<file path="config.mk">
export PLATFORM = sky130hd
export DESIGN_NAME = counter_updown_sched
export DESIGN_NICKNAME = d
export VERILOG_FILES = /design/src/rtl/counter_updown_pkg.sv /design/src/rtl/counter_updown_sched_rr_arbiter2.sv /design/src/rtl/counter_updown_sched.sv
export SDC_FILE = /design/constraint.sdc
export NUM_CORES = 1
export LEC_CHECK = 0
export CORE_MARGIN = 10
export CORE_UTILIZATION = 42
export CTS_CLUSTER_DIAMETER = 100
export DETAILED_ROUTE_END_ITERATION = 8
export PLACE_DENSITY = 0.74
export SYNTH_ARGS = -nofsm -noshare
export SYNTH_HDL_FRONTEND = slang
export SYNTH_SLANG_ARGS = --single-unit
</file>
<file path="constraint.sdc">
create_clock -name clk -period 1.34 [get_ports clk]
set_clock_uncertainty 0.05 [all_clocks]
set_input_delay 0.134 -clock clk [delete_from_list [all_inputs] [get_ports clk]]
set_output_delay 0.134 -clock clk [all_outputs]
set_load 0.01 [all_outputs]
</file>
<file path="src/rtl/counter_updown_pkg.sv">
// Shared encodings for the up/down counter step scheduler: FSM states,
// requester identities and counting directions.
package counter_updown_pkg;

    typedef enum logic [1:0] {
        IDLE = 2'd0,
        WAIT = 2'd1,
        STEP = 2'd2,
        DONE = 2'd3
    } sched_state_t;

    localparam logic OWNER_A  = 1'b0;
    localparam logic OWNER_B  = 1'b1;

    localparam logic DIR_UP   = 1'b1;
    localparam logic DIR_DOWN = 1'b0;

endpackage

</file>
<file path="src/rtl/counter_updown_sched_rr_arbiter2.sv">
// Two-way round-robin arbiter: combinational grant plus the "last served"
// pointer, which only moves when the scheduler finishes a job.
module rr_arbiter2
    import counter_updown_pkg::*;
(
    input  logic clk,
    input  logic rst,
    input  logic req_a,
    input  logic req_b,
    input  logic upd,
    input  logic upd_owner,
    output logic gnt_a,
    output logic gnt_b
);

    logic ptr;

    // On a tie the requester that was not served last wins.
    assign gnt_a = req_a & (~req_b | (ptr == OWNER_B));
    assign gnt_b = req_b & ~gnt_a;

    always_ff @(posedge clk or posedge rst) begin
        if (rst) begin
            ptr <= OWNER_B;
        end else if (upd) begin
            ptr <= upd_owner;
        end
    end

endmodule

</file>
<file path="src/rtl/counter_updown_sched.sv">
// Step scheduler for the 3-bit up/down counter: arbitrates two job requesters
// and emits paced step pulses. Optional abort input under SCHED_ABORT_EN.
module counter_updown_sched
    import counter_updown_pkg::*;
#(
    parameter int WIDTH = 3,
    parameter int DIV_W = 4
) (
    input  logic             clk,
    input  logic             rst,
    input  logic             req_a_valid,
    input  logic             req_a_dir,
    input  logic [WIDTH-1:0] req_a_steps,
    output logic             req_a_ready,
    input  logic             req_b_valid,
    input  logic             req_b_dir,
    input  logic [WIDTH-1:0] req_b_steps,
    output logic             req_b_ready,
    input  logic [DIV_W-1:0] interval,
    output logic             cnt_en,
    output logic             cnt_dir,
    output logic             busy,
    output logic             owner,
    output logic [WIDTH-1:0] steps_left,
    output logic             done
`ifdef SCHED_ABORT_EN
    ,
    input  logic             abort
`endif
);

    sched_state_t     state, nstate;
    logic [DIV_W-1:0] timer;
    logic [DIV_W-1:0] intv_r;
    logic             gnt_a, gnt_b;
    logic             accept;
    logic             abort_w;
    logic             sel_dir;
    logic [WIDTH-1:0] sel_steps;

`ifdef SCHED_ABORT_EN
    assign abort_w = abort;
`else
    assign abort_w = 1'b0;
`endif

    rr_arbiter2 u_arb (
        .clk       (clk),
        .rst       (rst),
        .req_a     (req_a_valid),
        .req_b     (req_b_valid),
        .upd       (state == DONE),
        .upd_owner (owner),
        .gnt_a     (gnt_a),
        .gnt_b     (gnt_b)
    );

    assign sel_dir     = gnt_b ? req_b_dir   : req_a_dir;
    assign sel_steps   = gnt_b ? req_b_steps : req_a_steps;
    // Ready is gated by rst so it reads 0 while reset is held.
    assign req_a_ready = (state == IDLE) & gnt_a & ~rst;
    assign req_b_ready = (state == IDLE) & gnt_b & ~rst;
    assign busy        = (state != IDLE);

    always_comb begin
        nstate = state;
        accept = 1'b0;
        cnt_en = 1'b0;
        done   = 1'b0;
        case (state)
            IDLE: begin
                if (gnt_a | gnt_b) begin
                    accept = 1'b1;
                    nstate = (sel_steps == '0) ? DONE : WAIT;
                end
            end
            WAIT: begin
                if (abort_w)           nstate = DONE;
                else if (timer == '0)  nstate = STEP;
            end
            STEP: begin
                if (abort_w) begin
                    nstate = DONE;
                end else begin
                    cnt_en = 1'b1;
                    nstate = (steps_left == WIDTH'(1)) ? DONE : WAIT;
                end
            end
            DONE: begin
                done   = 1'b1;
                nstate = IDLE;
            end
            default: nstate = IDLE;
        endcase
    end

    always_ff @(posedge clk or posedge rst) begin
        if (rst) begin
            state      <= IDLE;
            timer      <= '0;
            intv_r     <= '0;
            cnt_dir    <= 1'b0;
            owner      <= 1'b0;
            steps_left <= '0;
        end else begin
            state <= nstate;
            if (accept) begin
                cnt_dir    <= sel_dir;
                steps_left <= sel_steps;
                timer      <= interval;
                intv_r     <= interval;
                owner      <= gnt_b;
            end else if (state == WAIT && !abort_w && timer != '0) begin
                timer <= timer - DIV_W'(1);
            end else if (cnt_en) begin
                // Reload for the next gap; on the final step this is harmless.
                steps_left <= steps_left - WIDTH'(1);
                timer      <= intv_r;
            end
        end
    end

endmodule

</file>
# Word level (Yosys, flattened, before mapping)
# Cells that the tools add are included.
# totals
reg_bits	16
input_bits	16
out_inout_bits	10
word_cells	54
# op_classes
add_sub_neg	2
n_eq_ne	7
mux	17
bitwise_logic	11
reduce_logical	10
# ops
operator	n
$mux 3	4
$mux 4	3
$mux 2	4
$pmux 2 s4	1
$and 1x1->1	6
$mux 1	5
$eq 2x2->1 const B	2
$logic_not 4->1	1
$ne 2x2->1 const B	2
$reduce_and 2->1	2
$reduce_bool 2->1	2
$reduce_bool 4->1	1
$sub 4x1->4 const B	1
$eq 3x1->1 const B	1
$logic_not 3->1	1
$not 1->1	3
$reduce_bool 3->1	1
$sub 3x1->3 const B	1
$eq 2x1->1 const B	1
$logic_not 2->1	1
$ne 2x1->1 const B	1
$or 1x1->1	2
$logic_and 1x1->1	1

# Logic depth before layout (Yosys ltp)
# Gate-level depths: netlist of run 1.
# depth
depth_word	10
mapped_depth	6
depth_no_buf	6

# Modules after synthesis
# A second synthesis of run 1 with hierarchy kept.
# unflattened
hier_cells	101
area_unflattened_um2	945.9
# by_module_without_submodules
mod	n_inst	cells_per_inst	area_each_um2
counter_updown_sched	1	94	888.4
rr_arbiter2	1	7	57.6

# Least setup slack after synthesis of run 1
# Ideal clock, no wire load.
# synth_path
kind	register -> register
from	register timer[0]
to	register timer[0]
arrival_ps	1321
slack_ps	-105
stages_incl_launch_ff	7
n_path_buf	0
synth_period_minus_slack_ps	1445
path_cell_list	dfrtp_1 > inv_1 > ha_1 > nor3b_2 > o22ai_1 > a22o_1 > o21ai_2
# synth_between
elab_chain_cells	4
word_cells_on_any_way	6
classes_between	add/sub: 1; mux: 2; reduce/logical: 3
# synth_lines
item	line	rtl
start, declared	counter_updown_sched.sv:33	logic [DIV_W-1:0] timer;
start signal, assigned	counter_updown_sched.sv:110	timer <= interval;
start signal, assigned	counter_updown_sched.sv:114	timer <= timer - DIV_W'(1);
start signal, assigned	counter_updown_sched.sv:118	timer <= intv_r;
parallel branches: the longest is 4 deep, another holds $sub 4x1->4	-	
# Several ways; the timed one is not identified.
# A chain may end at the register's enable or synchronous reset.

# Final worst setup path of run 1
# layout_path
from	register timer[1]
to	register timer[0]
# layout_between
elab_chain_cells	4
word_cells_on_any_way	5
classes_between	mux: 2; reduce/logical: 3
# layout_lines
item	line	rtl
$reduce_bool 4->1 (*)	counter_updown_sched.sv:113	end else if (state == WAIT && !abort_w && timer != '0) begin
$logic_and 1x1->1 (*)	counter_updown_sched.sv:113	
$mux 4	counter_updown_sched.sv:113	
$mux 4	counter_updown_sched.sv:107	if (accept) begin
# Every way passes the cells marked *; elsewhere a longest branch is shown, timed or not.

==> impl_metrics.py, run 1 <==
metrics = {
    "status": {
        "status": "complete, but fails checks",
        "violations": "negative setup slack",
    },
    "clock_network": {
        "cts_hold_buf": 0,
        "h-tree-depth": 1,
        "cts.clk_slew.worst_paths_ps": 100,
        "root_buffer": "clkbuf_4",
        "clock-sinks": 16,
        "cts_buffers": 3,
        "cts_tree": "yes",
        "clk-insertion-delay-late_ps": 300,
        "cts.path.max_buffers": 2,
    },
    "setup_path": {
        "cp.required_ps": 1530,
        "path_class": "register to register",
        "crit_arrival_ps": 1730,
        "critPathSlowestCell": "dfrtp_1",
        "end_kind": "register",
        "critPathMaxFanout": 5,
        "cp-start-kind": "register",
        "max_stage_delay_ps": 410,
        "path_cells": "inv_1, ha_2, nor3b_4, o22ai_1, a22o_1, o21ai_2",
    },
    "global_route": {
        "grtUsageMet3_pct": 3.75,
        "first_global_vias": 995,
        "antenna_found_initial": 0,
        "busiest_layer": "met2",
        "overflow": 0,
        "track_usage_pct": 12.5,
        "use_met2_pct": 21.7,
        "grt_util_met1_pct": 14.0,
        "grt_pass1_wl_mm": 4.44,
        "grt_max_degree": 17,
    },
    "route": {
        "viasPerCell": 5.46,
        "wl_per_cell_um": 18.0,
        "drt_first_pass_iters": 4,
        "num_vias": 1021,
        "wl_mm": 3.37,
        "drc_errors": 0,
        "drt_iter0_markers": 43,
        "antenna_left": 0,
    },
    "die": {
        "die_h_um": 68.0,
        "core_area_um2": 2210,
        "start_util_pct": 43.7,
        "rows": 17,
        "die-area_um2": 4620,
        "die_w_um": 68.0,
        "io_pins": 26,
    },
    "yosys": {
        "synthesis.area_um2": 967,
        "synth_compound_area_share_pct": 21.1,
        "synth.yosys.seq_area_share_pct": 41.5,
        "ys_ff_latch": 16,
        "synthAdderAreaFrac_pct": 3.88,
        "synth_warnings": 0,
        "synth_xor_xnor_area_share_pct": 1.81,
        "synth_cells": 102,
        "synth_nets": 121,
        "synth.area.mux_share_pct": 5.30,
        "syn_avg_cell_area_um2": 9.48,
        "yosysUniqueCellTypes": 41,
        "synth_top_family_by_area": "compound AO/OA/AOI/OAI gates",
        "synth-simple-area-share_pct": 19.7,
    },
    "placement": {
        "io_buffers": 25,
        "place_ws_ps": -407,
        "gp_routability_congestion": 0.787,
        "placed_area_um2": 1400,
        "place_hpwl_mm": 1.99,
        "post-place-cells": 173,
    },
    "layout": {
        "final_cell_area_um2": 1680,
        "final_cells": 187,
        "drive_above_1_share_pct": 47.8,
        "final_core_util_pct": 75.8,
        "fill_cells": 150,
        "diodes": 0,
        "area_delta_synth_final_pct": 73.5,
        "nets": 179,
        "final_cell_mix": "buf_4, buf_6, dfrtp_1, clkdlybuf4s50_1",
    },
    "timing": {
        "slew_viol_final": 0,
        "rsz0062_at_grt": "true",
        "setup_viol": 11,
        "max_clock_freq_mhz": 647,
        "min_period_ps": 1550,
        "fin_ws_ps": -207,
        "hold_ws_ps": 173,
        "slew_headroom_pct": 77.4,
        "tightest_slew_ps": 339,
        "min_period_over_period_pct": 115,
        "setup_tns_ps": -1010,
        "finalHoldViolations": 0,
    },
    "power_and_ir_drop": {
        "fin_total_pwr_mw": 3.90,
        "p_sw_share_pct": 41.9,
        "power_frac_clock_pct": 8.6,
        "irDropWorstVdd_uv": 1420,
        "pwr_density_cell_nw_per_um2": 2320,
        "p_switching_mw": 1.63,
        "intPower_mw": 2.27,
        "seqPwrFrac_pct": 25.5,
        "pwr-share-comb_pct": 65.9,
        "p_leak_nw": 0.792,
    },
    "min_path": {
        "hold_class": "input pin to asynchronous set/reset pin",
    },
    "run": {
        "max-cap-violations": 0,
    },
}
-- synth_stat cells --
master / n / area, um2
dfrtp_1: 15 / 375
nand2_1: 14 / 52.6
inv_1: 11 / 41.3
nor2_1: 8 / 30.0
o21ai_0: 5 / 25.0
mux2i_1: 4 / 40.0
a31oi_1: 3 / 18.8
ha_1: 3 / 37.5
a21oi_1: 2 / 10.0
a22o_1: 2 / 17.5
nand2b_1: 2 / 12.5
nor4_1: 2 / 12.5
o21ai_1: 2 / 10.0
o221ai_1: 2 / 17.5
a211o_1: 1 / 8.76
a211oi_1: 1 / 7.51
a21boi_4: 1 / 18.8
a221oi_2: 1 / 15.0
a32oi_1: 1 / 8.76
and2_1: 1 / 6.26
and3_1: 1 / 6.26
buf_2: 1 / 5.00
buf_4: 1 / 7.51
buf_6: 1 / 11.3
dfstp_2: 1 / 26.3
mux2_2: 1 / 11.3
nand3_1: 1 / 5.00
nor2_2: 1 / 6.26
nor2_4: 1 / 11.3
nor3_1: 1 / 5.00
nor3b_2: 1 / 12.5
nor4b_1: 1 / 8.76
nor4b_2: 1 / 15.0
o21a_1: 1 / 7.51
o21ai_2: 1 / 8.76
o221ai_2: 1 / 15.0
o22ai_1: 1 / 6.26
o31a_1: 1 / 8.76
or2_1: 1 / 6.26
xnor2_1: 1 / 8.76
xor2_1: 1 / 8.76
-- per-layer routing --
metal,vias to the layer above,routed length [um]
li1,477,-
met1,509,1310
met2,30,1850
met3,5,169
met4,0,38
met5,-,0
-- logic make-up (layout without fill, tap and decap cells) --
kind of cell | after synthesis | after routing
buffers and inverters | 14 | 71
AOI/OAI and AO/OA | 26 | 26
adders and majority gates | 3 | 3
DFF | 16 | 16
xor gates and xnor gates | 2 | 2
and+or+nand+nor | 36 | 36
muxes | 5 | 5
-- what timing repair did --
| action | CTS | global route |
|---|---|---|
| gates cloned | 0 | 1 |
| setup buffers | 4 | 5 |
| pin swaps | 6 | 10 |
| gates resized for setup | 43 | 37 |
| setup endpoints to repair | 20 | 19 |
-- cell type report --
| type | instances | area, um2 | share of cell area [%] |
|---|---|---|---|
| Multi-Input combinational cell | 72 | 636 | 37.9 |
| Inverter | 11 | 43.8 | 2.61 |
| Timing Repair Buffer | 56 | 526 | 31.3 |
| Clock buffer | 4 | 36.3 | 2.16 |
| Tap cell | 28 | 35.0 | 2.09 |
| Sequential cell | 16 | 402 | 23.9 |
-- path summary, 6_finish.rpt --
kind                                  start         to  slack, ps  cells after the start
worst min register to register      cnt_dir    cnt_dir        450                      2
worst min-delay path                    rst      owner        170                      3
worst max-delay path               timer[1]   timer[0]       -210                      6
max in group asynchronous               rst  u_arb.ptr        820                      3
min in group clk                interval[2]  intv_r[2]        330                      3
worst max register to register     timer[1]   timer[0]       -210                      6
-- registers in the layout (all words and copies together), names as in the netlist --
signal,flops
intv_r,4
timer,4
steps_left,3
state,2
cnt_dir,1
owner,1
u_arb.ptr,1
-- critical path, delay by kind of cell, from the launching register on --
family | cells | cell delay, ps
flops | 1 | 410
compound gates | 3 | 470
buf+inv | 1 | 70
fa+ha+maj | 1 | 170
simple gates | 1 | 310
-- power by group through the flow --
stage	logic, mW	clock network [mW]	registers (mW)
final	2.57	0.334	0.996
after global routing	2.78	0.360	1.01
after global placement	1.85	0	0.946
after floorplan	1.06	0	0.983
after CTS	2.07	0.335	0.959
after detailed placement	1.91	0	0.962
No activity file was read; power rests on OpenSTA's default activity.
==> inputs of run 2 (changes only) <==
PLACE_DENSITY = 0.83   (was 0.74)
SETUP_SLACK_MARGIN = 0.5   (was unset)
==> impl_metrics.py, run 2 (same netlist as run 1, synthesis figures left out) <==
metrics = {
    "status": {
        "status": "complete, but fails checks",
        "violations": "negative setup slack",
    },
    "clock_network": {
        "cts_tree": "yes",
        "cts.path.max_buffers": 2,
        "cts_hold_buf": 0,
        "cts.clk_slew.worst_paths_ps": 100,
        "clk-insertion-delay-late_ps": 310,
        "h-tree-depth": 1,
        "clock-sinks": 16,
        "root_buffer": "clkbuf_4",
        "cts_buffers": 3,
    },
    "timing": {
        "slew_viol_final": 0,
        "finalHoldViolations": 0,
        "rsz0062_at_grt": "true",
        "slew_headroom_pct": 74.2,
        "setup_viol": 19,
        "tightest_slew_ps": 382,
        "min_period_over_period_pct": 121,
        "fin_ws_ps": -278,
        "max_clock_freq_mhz": 618,
        "min_period_ps": 1620,
    },
    "setup_path": {
        "path_cells": "inv_1, ha_2, nor3b_4, buf_6, or2_1, a22o_1, o21ai_2",
        "r2r-end": "timer[0]",
        "cp.required_ps": 1530,
        "crit_arrival_ps": 1810,
        "end_kind": "register",
        "critPathSlowestCell": "dfrtp_1",
        "max_stage_delay_ps": 400,
        "path_class": "register to register",
        "r2r_start": "timer[0]",
        "rrSetupSlack_ps": -280,
        "reg2regPathDepth": 7,
        "cp-start-kind": "register",
        "critPathMaxFanout": 3,
    },
    "die": {
        "die_w_um": 68.0,
        "die_h_um": 68.0,
        "rows": 17,
        "io_pins": 26,
        "core_area_um2": 2210,
        "die-area_um2": 4620,
        "start_util_pct": 43.7,
    },
    "layout": {
        "nets": 188,
        "top_regs": "intv_r (4), timer (4), steps_left (3)",
        "final_cell_area_um2": 1830,
        "final_cell_mix": "buf_4, buf_6, clkdlybuf4s50_1, dfrtp_1, inv_1",
        "diodes": 0,
        "fill_cells": 103,
        "drive_above_1_share_pct": 57.7,
        "area_delta_synth_final_pct": 89.7,
        "mostFrequentLayoutCell": "buf_4",
    },
    "global_route": {
        "overflow": 0,
        "antenna_found_initial": 0,
        "first_global_vias": 1178,
        "grt_max_degree": 17,
        "grt_pass1_wl_mm": 5.51,
        "track_usage_pct": 15.6,
    },
    "placement": {
        "io_buffers": 25,
        "gp_routability_congestion": 0.855,
        "place_hpwl_mm": 2.23,
        "placed_area_um2": 1490,
    },
    "route": {
        "wl_mm": 4.36,
        "drt_first_pass_iters": 4,
        "drc_errors": 0,
        "highest-signal-layer": "met4",
        "antenna_left": 0,
        "wl_per_cell_um": 22.2,
        "num_vias": 1130,
        "met1_length_mm": 1.64,
        "drt_iter0_markers": 85,
        "viasPerCell": 5.77,
        "wl_met3_um": 319,
        "met2_length_mm": 2.18,
    },
    "min_path": {
        "hold_class": "input pin to asynchronous set/reset pin",
    },
    "power_and_ir_drop": {
        "fin_total_pwr_mw": 4.57,
        "irDropWorstVdd_uv": 2090,
        "p_leak_nw": 0.847,
        "pwr_density_cell_nw_per_um2": 2490,
    },
    "run": {
        "max-cap-violations": 0,
    },
}
run 2: cell types whose count changed in the layout (fill, tap and decap cells not counted), moves of 2 or more:
cell	previous run	this run
buf_6	17	22
nand2_1	9	5
nor2_2	4	1
buf_4	17	24
o21ai_1	5	1
nand2_4	1	3
dlygate4sd2_1	5	0
o21ai_2	1	6
nand2_2	4	6
nor2_1	4	7
run 2: area by class of cell:
class | count | area (um2) | area share, %
multi-input combinational | 72 | 699 | 38.1
timing repair buffer | 65 | 613 | 33.4
sequential | 16 | 403 | 22.0
inverter | 11 | 47.5 | 2.59
clock buffer | 4 | 36.3 | 1.98
tap | 28 | 35.0 | 1.91
run 2: worst max-delay path: cells and delay by family, from the launching register on:
family | cells | cell delay, ps
AOI/OAI and AO/OA | 2 | 340
buffers and inverters | 2 | 190
and+or+nand+nor | 2 | 390
adders and majority gates | 1 | 170
DFF | 1 | 400
run 2: worst max-delay path by stage:
stage	from	to	slack (ps)	cells past startpoint
floorplan	timer[0]	timer[0]	-60	6
global placement	req_b_valid	req_b_ready	-370	4
detailed placement	req_a_valid	req_a_ready	-410	4
CTS	state[0]	req_a_ready	-160	5
global route	state[0]	timer[3]	-320	8
finish	timer[0]	timer[0]	-280	7
run 2: what timing repair did:
| item | CTS | global route |
|---|---|---|
| pin swaps | 8 | 16 |
| endpoints found under the setup margin | 26 | 26 |
| hold endpoints to repair | 0 | 0 |
| buffers inserted | 8 | 8 |
| resized for setup | 63 | 29 |
run 2: per-stage QoR:
stage	instances	hold WS (ps)	setup slack [ps]	TNS, ps	util (%)
2_1_floorplan	102	5.53	-61.0	-79.3	-
3_3_place_gp	176	415	-368	-3240	67.5
3_5_place_dp	176	432	-406	-3720	67.5
4_1_cts	188	208	-158	-1050	74.4
5_1_grt	196	233	-316	-3430	82.9
6_report	196	222	-278	-2560	82.9
run 2: routing by layer:
| metal | vias up | track usage (%) |
|---|---|---|
| met5 | - | 0 |
| met4 | 0 | 9.05 |
| met3 | 25 | 4.40 |
| met2 | 71 | 27.8 |
| met1 | 540 | 15.9 |
| li1 | 494 | - |
run 2: power by group:
group          total [mW]  switching (mW)  internal (mW)
Sequential          0.992           0.243          0.749
Combinational        3.24            1.54           1.70
Clock               0.341           0.175          0.166
Total                4.57            1.96           2.61
==> inputs of run 3 (changes only) <==
SLEW_MARGIN = 25   (was unset)
==> results of run 3 <==
No change in the layout: final DEF, timing and power equal those of run 2.
